$ cat src/rtl/controle_multiciclo_if.sv
// Opcode in, datapath strobes and status out, for the multi-cycle control unit.
// master = control unit side, slave = datapath/observer side.
interface controle_multiciclo_if #(
  parameter int CNT_WIDTH = 16
);
  logic [5:0]           opcode;
  logic                 pc_write;
  logic                 pc_write_cond;
  logic                 i_or_d;
  logic                 mem_read;
  logic                 mem_write;
  logic                 mem_to_reg;
  logic                 ir_write;
  logic                 reg_dst;
  logic                 reg_write;
  logic                 alu_src_a;
  logic [1:0]           alu_src_b;
  logic [1:0]           alu_op;
  logic [1:0]           pc_source;
  logic [3:0]           estado;
  logic                 opcode_invalido;
  logic [CNT_WIDTH-1:0] instr_count;

  modport master (
    input  opcode,
    output pc_write, pc_write_cond, i_or_d, mem_read, mem_write, mem_to_reg,
           ir_write, reg_dst, reg_write, alu_src_a, alu_src_b, alu_op,
           pc_source, estado, opcode_invalido, instr_count
  );

  modport slave (
    output opcode,
    input  pc_write, pc_write_cond, i_or_d, mem_read, mem_write, mem_to_reg,
           ir_write, reg_dst, reg_write, alu_src_a, alu_src_b, alu_op,
           pc_source, estado, opcode_invalido, instr_count
  );
endinterface

$ cat src/rtl/controle_multiciclo.sv
// Moore control FSM for the multi-cycle MIPS datapath; 3-5 cycles per instruction, no backpressure.
// Strobes are registered alongside the state and forced low while reset is held.
module controle_multiciclo #(
  parameter logic [5:0]  OP_RTYPE  = 6'd0,
  parameter logic [5:0]  OP_LW     = 6'd35,
  parameter logic [5:0]  OP_SW     = 6'd43,
  parameter logic [5:0]  OP_BEQ    = 6'd4,
  parameter logic [5:0]  OP_J      = 6'd2,
  parameter int unsigned CNT_WIDTH = 16
) (
  input  logic                  clock,
  input  logic                  reset,
  controle_multiciclo_if.master bus
);

  typedef enum logic [3:0] {
    FETCH     = 4'd0,
    DECODE    = 4'd1,
    MEM_ADDR  = 4'd2,
    MEM_READ  = 4'd3,
    LW_WB     = 4'd4,
    MEM_WRITE = 4'd5,
    EXECUTE   = 4'd6,
    R_WB      = 4'd7,
    BRANCH    = 4'd8,
    JUMP      = 4'd9
  } estado_t;

  typedef struct packed {
    logic       pc_write;
    logic       pc_write_cond;
    logic       i_or_d;
    logic       mem_read;
    logic       mem_write;
    logic       mem_to_reg;
    logic       ir_write;
    logic       reg_dst;
    logic       reg_write;
    logic       alu_src_a;
    logic [1:0] alu_src_b;
    logic [1:0] alu_op;
    logic [1:0] pc_source;
  } ctl_t;

  function automatic ctl_t decode(input estado_t s);
    ctl_t c;
    c = '0;
    case (s)
      FETCH: begin
        c.mem_read  = 1'b1;
        c.ir_write  = 1'b1;
        c.pc_write  = 1'b1;
        c.alu_src_b = 2'b01;
      end
      DECODE:    c.alu_src_b = 2'b11;
      MEM_ADDR: begin
        c.alu_src_a = 1'b1;
        c.alu_src_b = 2'b10;
      end
      MEM_READ: begin
        c.mem_read = 1'b1;
        c.i_or_d   = 1'b1;
      end
      LW_WB: begin
        c.reg_write  = 1'b1;
        c.mem_to_reg = 1'b1;
      end
      MEM_WRITE: begin
        c.mem_write = 1'b1;
        c.i_or_d    = 1'b1;
      end
      EXECUTE: begin
        c.alu_src_a = 1'b1;
        c.alu_op    = 2'b10;
      end
      R_WB: begin
        c.reg_write = 1'b1;
        c.reg_dst   = 1'b1;
      end
      BRANCH: begin
        c.alu_src_a     = 1'b1;
        c.alu_op        = 2'b01;
        c.pc_write_cond = 1'b1;
        c.pc_source     = 2'b01;
      end
      JUMP: begin
        c.pc_write  = 1'b1;
        c.pc_source = 2'b10;
      end
      default: c = '0;
    endcase
    return c;
  endfunction

  // Unknown opcodes in DECODE fall back to FETCH without retiring anything.
  function automatic estado_t proximo(input estado_t s, input logic [5:0] op);
    estado_t n;
    n = FETCH;
    case (s)
      FETCH: n = DECODE;
      DECODE: begin
        if (op == OP_LW || op == OP_SW) n = MEM_ADDR;
        else if (op == OP_RTYPE)        n = EXECUTE;
        else if (op == OP_BEQ)          n = BRANCH;
        else if (op == OP_J)            n = JUMP;
        else                            n = FETCH;
      end
      MEM_ADDR: n = (op == OP_LW) ? MEM_READ : MEM_WRITE;
      MEM_READ: n = LW_WB;
      EXECUTE:  n = R_WB;
      default:  n = FETCH;
    endcase
    return n;
  endfunction

  estado_t              estado_q;
  estado_t              estado_d;
  ctl_t                 ctl_q;
  ctl_t                 ctl_o;
  logic [CNT_WIDTH-1:0] count_q;
  logic                 op_valido;

  assign estado_d  = proximo(estado_q, bus.opcode);
  assign op_valido = (bus.opcode == OP_RTYPE) || (bus.opcode == OP_LW) ||
                     (bus.opcode == OP_SW) || (bus.opcode == OP_BEQ) ||
                     (bus.opcode == OP_J);

  always_ff @(posedge clock) begin
    if (reset) begin
      estado_q <= FETCH;
      ctl_q    <= decode(FETCH);
      count_q  <= '0;
    end else begin
      estado_q <= estado_d;
      ctl_q    <= decode(estado_d);
      if (estado_q inside {LW_WB, MEM_WRITE, R_WB, BRANCH, JUMP})
        count_q <= count_q + CNT_WIDTH'(1);
    end
  end

  // Reset silences the datapath immediately, even before the clock edge lands.
  assign ctl_o = reset ? '0 : ctl_q;

  assign bus.pc_write        = ctl_o.pc_write;
  assign bus.pc_write_cond   = ctl_o.pc_write_cond;
  assign bus.i_or_d          = ctl_o.i_or_d;
  assign bus.mem_read        = ctl_o.mem_read;
  assign bus.mem_write       = ctl_o.mem_write;
  assign bus.mem_to_reg      = ctl_o.mem_to_reg;
  assign bus.ir_write        = ctl_o.ir_write;
  assign bus.reg_dst         = ctl_o.reg_dst;
  assign bus.reg_write       = ctl_o.reg_write;
  assign bus.alu_src_a       = ctl_o.alu_src_a;
  assign bus.alu_src_b       = ctl_o.alu_src_b;
  assign bus.alu_op          = ctl_o.alu_op;
  assign bus.pc_source       = ctl_o.pc_source;
  assign bus.estado          = reset ? 4'd0 : estado_q;
  assign bus.opcode_invalido = !reset && (estado_q == DECODE) && !op_valido;
  assign bus.instr_count     = count_q;

endmodule

$ cat src/flat_wrapper.sv
// flat-port wrapper written by rule: the top's interface ports become plain ports
module controle_multiciclo_flat 
#(
  parameter logic [5:0]  OP_RTYPE  = 6'd0,
  parameter logic [5:0]  OP_LW     = 6'd35,
  parameter logic [5:0]  OP_SW     = 6'd43,
  parameter logic [5:0]  OP_BEQ    = 6'd4,
  parameter logic [5:0]  OP_J      = 6'd2,
  parameter int unsigned CNT_WIDTH = 16
)
  (clock, reset, bus_opcode, bus_pc_write, bus_pc_write_cond, bus_i_or_d, bus_mem_read, bus_mem_write, bus_mem_to_reg, bus_ir_write, bus_reg_dst, bus_reg_write, bus_alu_src_a, bus_alu_src_b, bus_alu_op, bus_pc_source, bus_estado, bus_opcode_invalido, bus_instr_count);
  controle_multiciclo_if #(.CNT_WIDTH(CNT_WIDTH)) bus_i ();
  input  logic clock;
  input  logic reset;
  input wire logic [$bits(bus_i.opcode)-1:0] bus_opcode;
  output wire logic [$bits(bus_i.pc_write)-1:0] bus_pc_write;
  output wire logic [$bits(bus_i.pc_write_cond)-1:0] bus_pc_write_cond;
  output wire logic [$bits(bus_i.i_or_d)-1:0] bus_i_or_d;
  output wire logic [$bits(bus_i.mem_read)-1:0] bus_mem_read;
  output wire logic [$bits(bus_i.mem_write)-1:0] bus_mem_write;
  output wire logic [$bits(bus_i.mem_to_reg)-1:0] bus_mem_to_reg;
  output wire logic [$bits(bus_i.ir_write)-1:0] bus_ir_write;
  output wire logic [$bits(bus_i.reg_dst)-1:0] bus_reg_dst;
  output wire logic [$bits(bus_i.reg_write)-1:0] bus_reg_write;
  output wire logic [$bits(bus_i.alu_src_a)-1:0] bus_alu_src_a;
  output wire logic [$bits(bus_i.alu_src_b)-1:0] bus_alu_src_b;
  output wire logic [$bits(bus_i.alu_op)-1:0] bus_alu_op;
  output wire logic [$bits(bus_i.pc_source)-1:0] bus_pc_source;
  output wire logic [$bits(bus_i.estado)-1:0] bus_estado;
  output wire logic [$bits(bus_i.opcode_invalido)-1:0] bus_opcode_invalido;
  output wire logic [$bits(bus_i.instr_count)-1:0] bus_instr_count;
  assign bus_i.opcode = bus_opcode;
  assign bus_pc_write = bus_i.pc_write;
  assign bus_pc_write_cond = bus_i.pc_write_cond;
  assign bus_i_or_d = bus_i.i_or_d;
  assign bus_mem_read = bus_i.mem_read;
  assign bus_mem_write = bus_i.mem_write;
  assign bus_mem_to_reg = bus_i.mem_to_reg;
  assign bus_ir_write = bus_i.ir_write;
  assign bus_reg_dst = bus_i.reg_dst;
  assign bus_reg_write = bus_i.reg_write;
  assign bus_alu_src_a = bus_i.alu_src_a;
  assign bus_alu_src_b = bus_i.alu_src_b;
  assign bus_alu_op = bus_i.alu_op;
  assign bus_pc_source = bus_i.pc_source;
  assign bus_estado = bus_i.estado;
  assign bus_opcode_invalido = bus_i.opcode_invalido;
  assign bus_instr_count = bus_i.instr_count;
  controle_multiciclo #(.OP_RTYPE(OP_RTYPE), .OP_LW(OP_LW), .OP_SW(OP_SW), .OP_BEQ(OP_BEQ), .OP_J(OP_J), .CNT_WIDTH(CNT_WIDTH)) u_core (.clock(clock), .reset(reset), .bus(bus_i));
endmodule
$ cat config.mk
export PLATFORM = sky130hd
export DESIGN_NAME = controle_multiciclo_flat
export DESIGN_NICKNAME = d
export VERILOG_FILES = /design/src/rtl/controle_multiciclo_if.sv /design/src/rtl/controle_multiciclo.sv /design/src/flat_wrapper.sv
export SDC_FILE = /design/constraint.sdc
export NUM_CORES = 1
export LEC_CHECK = 0
export CAP_MARGIN = 20
export CELL_PAD_IN_SITES_DETAIL_PLACEMENT = 1
export CELL_PAD_IN_SITES_GLOBAL_PLACEMENT = 1
export CORE_UTILIZATION = 35
export DETAILED_ROUTE_END_ITERATION = 12
export PLACE_DENSITY = 0.89
export SYNTH_ARGS = -nofsm -noshare
export SYNTH_HDL_FRONTEND = slang
export SYNTH_SLANG_ARGS = --single-unit
$ cat constraint.sdc
create_clock -name clock -period 2 [get_ports clock]
set_input_delay 0.4 -clock clock [delete_from_list [all_inputs] [get_ports clock]]
set_output_delay 0.4 -clock clock [all_outputs]
set_load 0.03 [all_outputs]
==> impl_results.md, run 1 <==
- Status: finished clean
- Reg clk slew, reported paths: 0.06 ns
- DR vias/cell: 5.15
- Flop-to-flop setup slack: 0.21 ns
- Syn Inst Count: 184
- Die X: 69.9 µm
- Fin nets: 248
- RSZ-0062 raised after global routing: no
- Row cnt: 24
- Slowest CP cell: a2111oi_4
- Register Area: 701 µm²
- DR WL/cell: 15.4 µm
- Worst path bufs/invs: 3
- Hold Path Sink: u_core.bus.instr_count[15]$_SDFFE_PP0P_
- Worst slew pin tran: 0.459 ns
- Total gr overflow: 0
- Gpl congestion: 0.742
- Crit path cell chain: dlygate4sd2_1 -> buf_4 -> a2111oi_4 -> nor2_1 -> nor2_1 -> nor3_1 -> buf_4
- Critical Path Fanout Max: 4
- Vias post-DR: 1505
- IO Count: 45
- WHS Path Cells: 2
- Netlist cell types: 46
- CP endpoint kind: output port
- Final WS setup: 0.0584 ns
- H-Tree Depth: 2
- Worst R2R Path Depth: 5
- Number of I/O port buffers: 44
- Crit Path Class: input pin to output port
- CTS tree: done
- Setup Viol. Count Final: 0
- FF-to-FF Start: u_core.estado_q[3]$_SDFF_PP0_
- Post-route DRC: 0
- Dpl hpwl: 3.04 mm
- Area grow syn2layout: 39.3%
- Die ar.: 4890 µm²
- Tot Pwr: 0.00134 W
- Root Buffer: clkbuf_8
- Num CTS Buffers: 5
- Antenna Cells: 0
- Max-cap violations: 0
- Die H: 69.9 µm
- Syn nets: 193
- Post-synthesis register bit count: 35
- Initial Utilization: 36.8%
- Fin crit share: 97.1%
- Seq/Total Area, Yosys: 43.4%
- Fmax achieved: 0.515 GHz
- Worst r2r dst: u_core.ctl_q[12]$_SDFF_PP1_
- Synth warnings: 0
- Layout Skew: 0.00486 ns
- Antenna viol nets, final: 0
- Antenna violations before repair: 0
- Crit-path max cell delay: 0.32 ns
- Slew HR: 69.3%
- Pwr Density: 598 nW/µm²
- Drt first pass iters: 4
- TNS Setup: 0 ns
- Filler Cell Count: 508
- Worst Path Arrival: 1.54 ns
- Maximum clock insertion buffer count: 2
- First-pass GRT wire length: 7.25 mm
- Worst skew pair latency: 0.29 ns
- Async SR Flop Fraction: 0%
- Placed Cells: 284
- Final Max Tran Viols: 0
- Vias in the first global route: 1455
- EDFF count, synth: 0
- Crit path launch type: input pin
- Max VDD drop: 337 µV
- Share of cells above drive strength 1: 21.7%
- Hold Fails Final Rpt: 0
- Mean Syn Cell Area: 8.78 µm²
- Post-Layout Cell Count: 292
- Routed wire length: 4.50 mm
- Leak: 0.873 nW
- Pre-CTS WS: -0.324 ns
- Worst Setup SP: bus_opcode[2]
- HP Start: u_core.bus.instr_count[15]$_SDFFE_PP0P_
- Fin crit period: 1.94 ns
- Gr usage total: 18.9%
- Core Box Area: 4380 µm²
- Worst hold-check path type: flip-flop to flip-flop
- Primary FF master, synth: dfxtp_1
- Footprint of the multi-input gates: 877 µm²
- Synthesized cell area: 1620 µm²
- CTS Sinks: 35
- Critical Path RT: 1.60 ns
- DR iter-0 viols: 69
- Top Family by Delay on Critical Path: buffers and inverters
- Largest net degree at the start of global routing: 36
[layout make-up]
type / instances / share of cell area, %
clock buffer: 7 / 3.39
inverter: 4 / 0.667
clock inverter: 1 / 0.222
sequential: 35 / 31.1
tap: 52 / 2.89
multi-input combinational: 136 / 39.0
timing repair buffer: 57 / 22.7
[cell usage after synthesis, types with 2 or more instances]
cell	number	area, µm²
inv_1	4	15.0
o21ai_0	2	10.0
a21oi_1	4	20.0
a32oi_1	2	17.5
xor2_1	2	17.5
nand2b_1	4	25.0
nor2b_1	21	131
nand2_1	7	26.3
nor4_1	9	56.3
nor3_1	8	40.0
dfxtp_1	35	701
nor2_1	29	109
clkbuf_1	3	11.3
o21ai_2	2	17.5
xnor2_1	14	123
nand4_1	2	12.5
or3_1	2	12.5
nand3_1	5	25.0
nor4b_1	2	17.5
[worst reg2reg max path, cell delays in order, from the launching register on]
cell and delay [ns]:
dfxtp_1 0.43, nor4b_2 0.44, a32oi_1 0.22, o21ai_2 0.20, nor3b_2 0.08, a311o_1 0.31
[through the flow]
stage / instance area (µm²) / hold WS, ns / util [%]
after floorplan: 1620 / 0.504 / -
after global placement: 2120 / 0.506 / 48.4
after detailed placement: 2120 / 0.516 / 48.4
after CTS: 2230 / 0.534 / 50.9
after global routing: 2250 / 0.570 / 51.3
final: 2250 / 0.522 / 51.3
[layer usage]
| layer | vias to the layer above | global-route usage [%] | share of wire, % |
|---|---|---|---|
| met3 | 10 | 5.48 | 4.2 |
| met4 | 0 | 7.33 | 1.5 |
| met2 | 36 | 32.2 | 51 |
| met5 | - | 0 | 0 |
| met1 | 725 | 22.2 | 43 |
| li1 | 734 | - | - |
[cells by family (layout without fill, tap and decap cells)]
group           after synthesis  after routing  share of synthesized area, %
simple gates                103            103                          35.5
flops                        35             35                          43.4
xor+xnor                     16             16                          8.68
compound gates               15             15                          6.59
buf+inv                      13             69                          4.49
fa+ha+maj                     1              1                         0.774
mux                           1              1                         0.620
[registers in the layout, indices dropped and copies added, names as in the netlist]
name	cells
u_core.estado_q	4
u_core.bus.instr_count	16
u_core.ctl_q	15
[cell usage in the layout (no fill, tap or decap), types with 5 or more instances in the layout]
cell	n
xnor2_1	14
nor2_1	29
dfxtp_1	35
clkbuf_8	5
nor2b_1	21
buf_4	29
clkdlybuf4s50_1	18
nand3_1	5
nand2_1	7
nor4_1	8
nor3_1	8
[report_power, final]
| part | internal (W) | switching, W | total [W] |
|---|---|---|---|
| clock network | 0.000244 | 0.000241 | 0.000485 |
| logic | 0.0000633 | 0.0000835 | 0.000147 |
| registers | 0.000707 | 0.00000523 | 0.000712 |
[worst max-delay path by stage]
stage,endpoint,slack (ns),cells past startpoint
finish,bus_opcode_invalido,0.06,7
global route,bus_opcode_invalido,0.009,7
CTS,u_core.ctl_q[12]$_SDFF_PP1_,0.04,5
global placement,u_core.ctl_q[12]$_SDFF_PP1_,-0.28,6
detailed placement,u_core.ctl_q[12]$_SDFF_PP1_,-0.32,6
floorplan,u_core.ctl_q[12]$_SDFF_PP1_,0.16,4
[timing repair]
item	CTS	global route
endpoints found under the setup margin	3	4
gates resized for setup	11	4
pin swaps	0	1
setup buffers	0	0
hold buffers	0	0
No activity file was read; power rests on OpenSTA's default activity.
==> run 2, diff against run 1 <==
--- a/config.mk
+++ b/config.mk
@@ -11,6 +11,7 @@
 export CORE_UTILIZATION = 35
 export DETAILED_ROUTE_END_ITERATION = 12
 export PLACE_DENSITY = 0.89
+export RECOVER_POWER = 100
 export SYNTH_ARGS = -nofsm -noshare
 export SYNTH_HDL_FRONTEND = slang
 export SYNTH_SLANG_ARGS = --single-unit
==> run 2 against run 1 <==
  * Critical path depth unchanged
  * Sequential power about the same
  * Register-to-register slack worse by 0.08 ns
  * Setup slack worse by 0.0033 ns
  * Routed wire length up 1.1%
==> impl_results.md, run 2 (synthesis results as in run 1) <==
- Footprint of the multi-input gates: 867 µm² (was 877 µm²)
- CP endpoint kind: output port (unchanged)
- Post-Layout Cell Count: 292 (unchanged)
- Worst Path Arrival: 1.54 ns (about the same)
- First-pass GRT wire length: 7.25 mm (unchanged)
- Core Box Area: 4380 µm² (unchanged)
- Pwr Density: 618 nW/µm² (was 598 nW/µm²)
- Flop pwr share: 53.1% (was 53.0%)
- Total gr overflow: 0 (unchanged)
- Fin nets: 248 (unchanged)
- Routed wire length: 4.55 mm (was 4.50 mm)
- Routed wire length on met2: 2.32 mm (was 2.31 mm)
- P_int: 0.00101 W (about the same)
- Placed Cells: 284 (unchanged)
- Clock share of power: 36.5% (was 36.1%)
- Number of I/O port buffers: 44 (unchanged)
- Antenna violations before repair: 0 (unchanged)
- Dpl hpwl: 3.04 mm (unchanged)
- WHS: 0.517 ns (was 0.522 ns)
- Gpl congestion: 0.742 (unchanged)
- Most frequent cells in the layout: 35 x dfxtp_1, 29 x nor2_1, 21 x nor2b_1 (was 35 x dfxtp_1, 29 x nor2_1, 29 x buf_4)
- Psw: 0.000333 W (was 0.000330 W)
- Most common cell after layout, fill and taps aside: dfxtp_1 (unchanged)
- CTS Sinks: 35 (unchanged)
- Reg clk slew, reported paths: 0.06 ns (about the same)
- Fin crit period: 1.94 ns (about the same)
- Gr usage total: 18.9% (unchanged)
- Layout Skew: 0.00535 ns (was 0.00486 ns)
- Die ar.: 4890 µm² (unchanged)
- H-Tree Depth: 2 (unchanged)
- Crit Path Class: input pin to output port (unchanged)
- DR iter-0 viols: 75 (was 69)
- Antenna Cells: 0 (unchanged)
- Register Area: 701 µm² (unchanged)
- Vias post-DR: 1506 (was 1505)
- Highest metal used: met4 (unchanged)
- IO Count: 45 (unchanged)
- Post-route DRC: 0 (unchanged)
- Max-cap violations: 0 (unchanged)
- Worst hold-check path type: flip-flop to flip-flop (unchanged)
- Filler Cell Count: 525 (was 508)
- # hold bufs at CTS: 0 (unchanged)
- M1 WL: 1.98 mm (was 1.94 mm)
- Max VDD drop: 337 µV (about the same)
- Worst skew pair latency: 0.29 ns (about the same)
- Post-CTS setup buffer count: 0 (unchanged)
- Comb pwr share: 10.3% (was 10.9%)
- Critical Path RT: 1.60 ns (about the same)
- Area grow syn2layout: 34.2% (was 39.3%)
- Final core occ: 49.4% (was 51.3%)
- Largest register FFs: 16 (unchanged)
- Vias in the first global route: 1455 (unchanged)
- Crit path launch type: input pin (unchanged)
- Root Buffer: clkbuf_8 (unchanged)
- Drt first pass iters: 4 (unchanged)
- Setup Viol. Count Final: 0 (unchanged)
- DR WL/cell: 15.6 µm (was 15.4 µm)
- Fin crit share: 97.2% (was 97.1%)
- RSZ-0062 raised after global routing: no (unchanged)
- Row cnt: 24 (unchanged)
- Critical Path Fanout Max: 4 (unchanged)
- Leak: 0.872 nW (was 0.873 nW)
- CTS tree: done (unchanged)
- Initial Utilization: 36.8% (unchanged)
- Switching share of power: 24.9% (was 24.6%)
- Slew HR: 53.4% (was 69.3%)
- Worst slew pin tran: 0.699 ns (was 0.459 ns)
- Fmax achieved: 0.514 GHz (was 0.515 GHz)
- Final WS setup: 0.0551 ns (was 0.0584 ns)
- Die H: 69.9 µm (unchanged)
- Hold Fails Final Rpt: 0 (unchanged)
- Antenna viol nets, final: 0 (unchanged)
- Maximum clock insertion buffer count: 2 (unchanged)
- Share of cells above drive strength 1: 16.7% (was 21.7%)
- DR vias/cell: 5.16 (was 5.15)
- Largest net degree at the start of global routing: 36 (unchanged)
- Pre-CTS WS: -0.324 ns (unchanged)
- Final Max Tran Viols: 0 (unchanged)
- Num CTS Buffers: 5 (unchanged)
- Status: finished clean (unchanged)
- Met3 WL: 183 µm (was 189 µm)
- Die X: 69.9 µm (unchanged)
## run 2: path summary, 6_finish.rpt
check / to / slack, ns / depth (start not counted) / startpoint
hold reg to reg: u_core.bus.instr_count[15]$_SDFFE_PP0P_ / 0.52 / 2 / u_core.bus.instr_count[15]$_SDFFE_PP0P_
setup reg to reg: u_core.bus.instr_count[11]$_SDFFE_PP0P_ / 0.13 / 6 / u_core.estado_q[2]$_SDFF_PP0_
hold / removal: u_core.bus.instr_count[15]$_SDFFE_PP0P_ / 0.52 / 2 / u_core.bus.instr_count[15]$_SDFFE_PP0P_
setup / recovery: bus_opcode_invalido / 0.06 / 7 / bus_opcode[2]
## run 2: power by group through the flow
stage / sequential, W / combinational, W / clock [W]
finish: 0.000712 / 0.000138 / 0.000489
global route: 0.000712 / 0.000149 / 0.000534
CTS: 0.000712 / 0.000144 / 0.000507
detailed placement: 0.000728 / 0.000138 / 0
global placement: 0.000727 / 0.000134 / 0
floorplan: 0.000726 / 0.0000740 / 0
## run 2: critical path: stages
cell	delay, ns
dlygate4sd2_1	0.27
buf_4	0.16
a2111oi_4	0.32
nor2_1	0.08
nor2_1	0.10
nor3_1	0.05
buf_4	0.17
## run 2: what timing repair did
action	CTS	global route
pin swaps	0	1
setup endpoints to repair	3	4
gates resized for setup	11	4
## run 2: per-layer routing
layer,up-vias,track usage (%)
met5,-,0
met4,0,7.33
met3,9,5.48
met2,34,32.2
met1,727,22.2
li1,736,-
## run 2: final cells by class
cell class	count	area share, %
sequential	35	32.3
timing repair buffer	57	20.2
clock inverter	1	0.231
clock buffer	7	3.52
tap	52	3.00
multi-input combinational	136	40.0
inverter	4	0.693
## run 2: per-stage QoR
stage	power (W)	TNS, ns	area [µm²]
6_report	0.00134	0	2170
5_1_grt	0.00139	0	2170
4_1_cts	0.00136	0	2230
3_5_place_dp	0.000866	-3.16	2120
3_3_place_gp	0.000861	-2.00	2120
2_1_floorplan	0.000800	0	1620
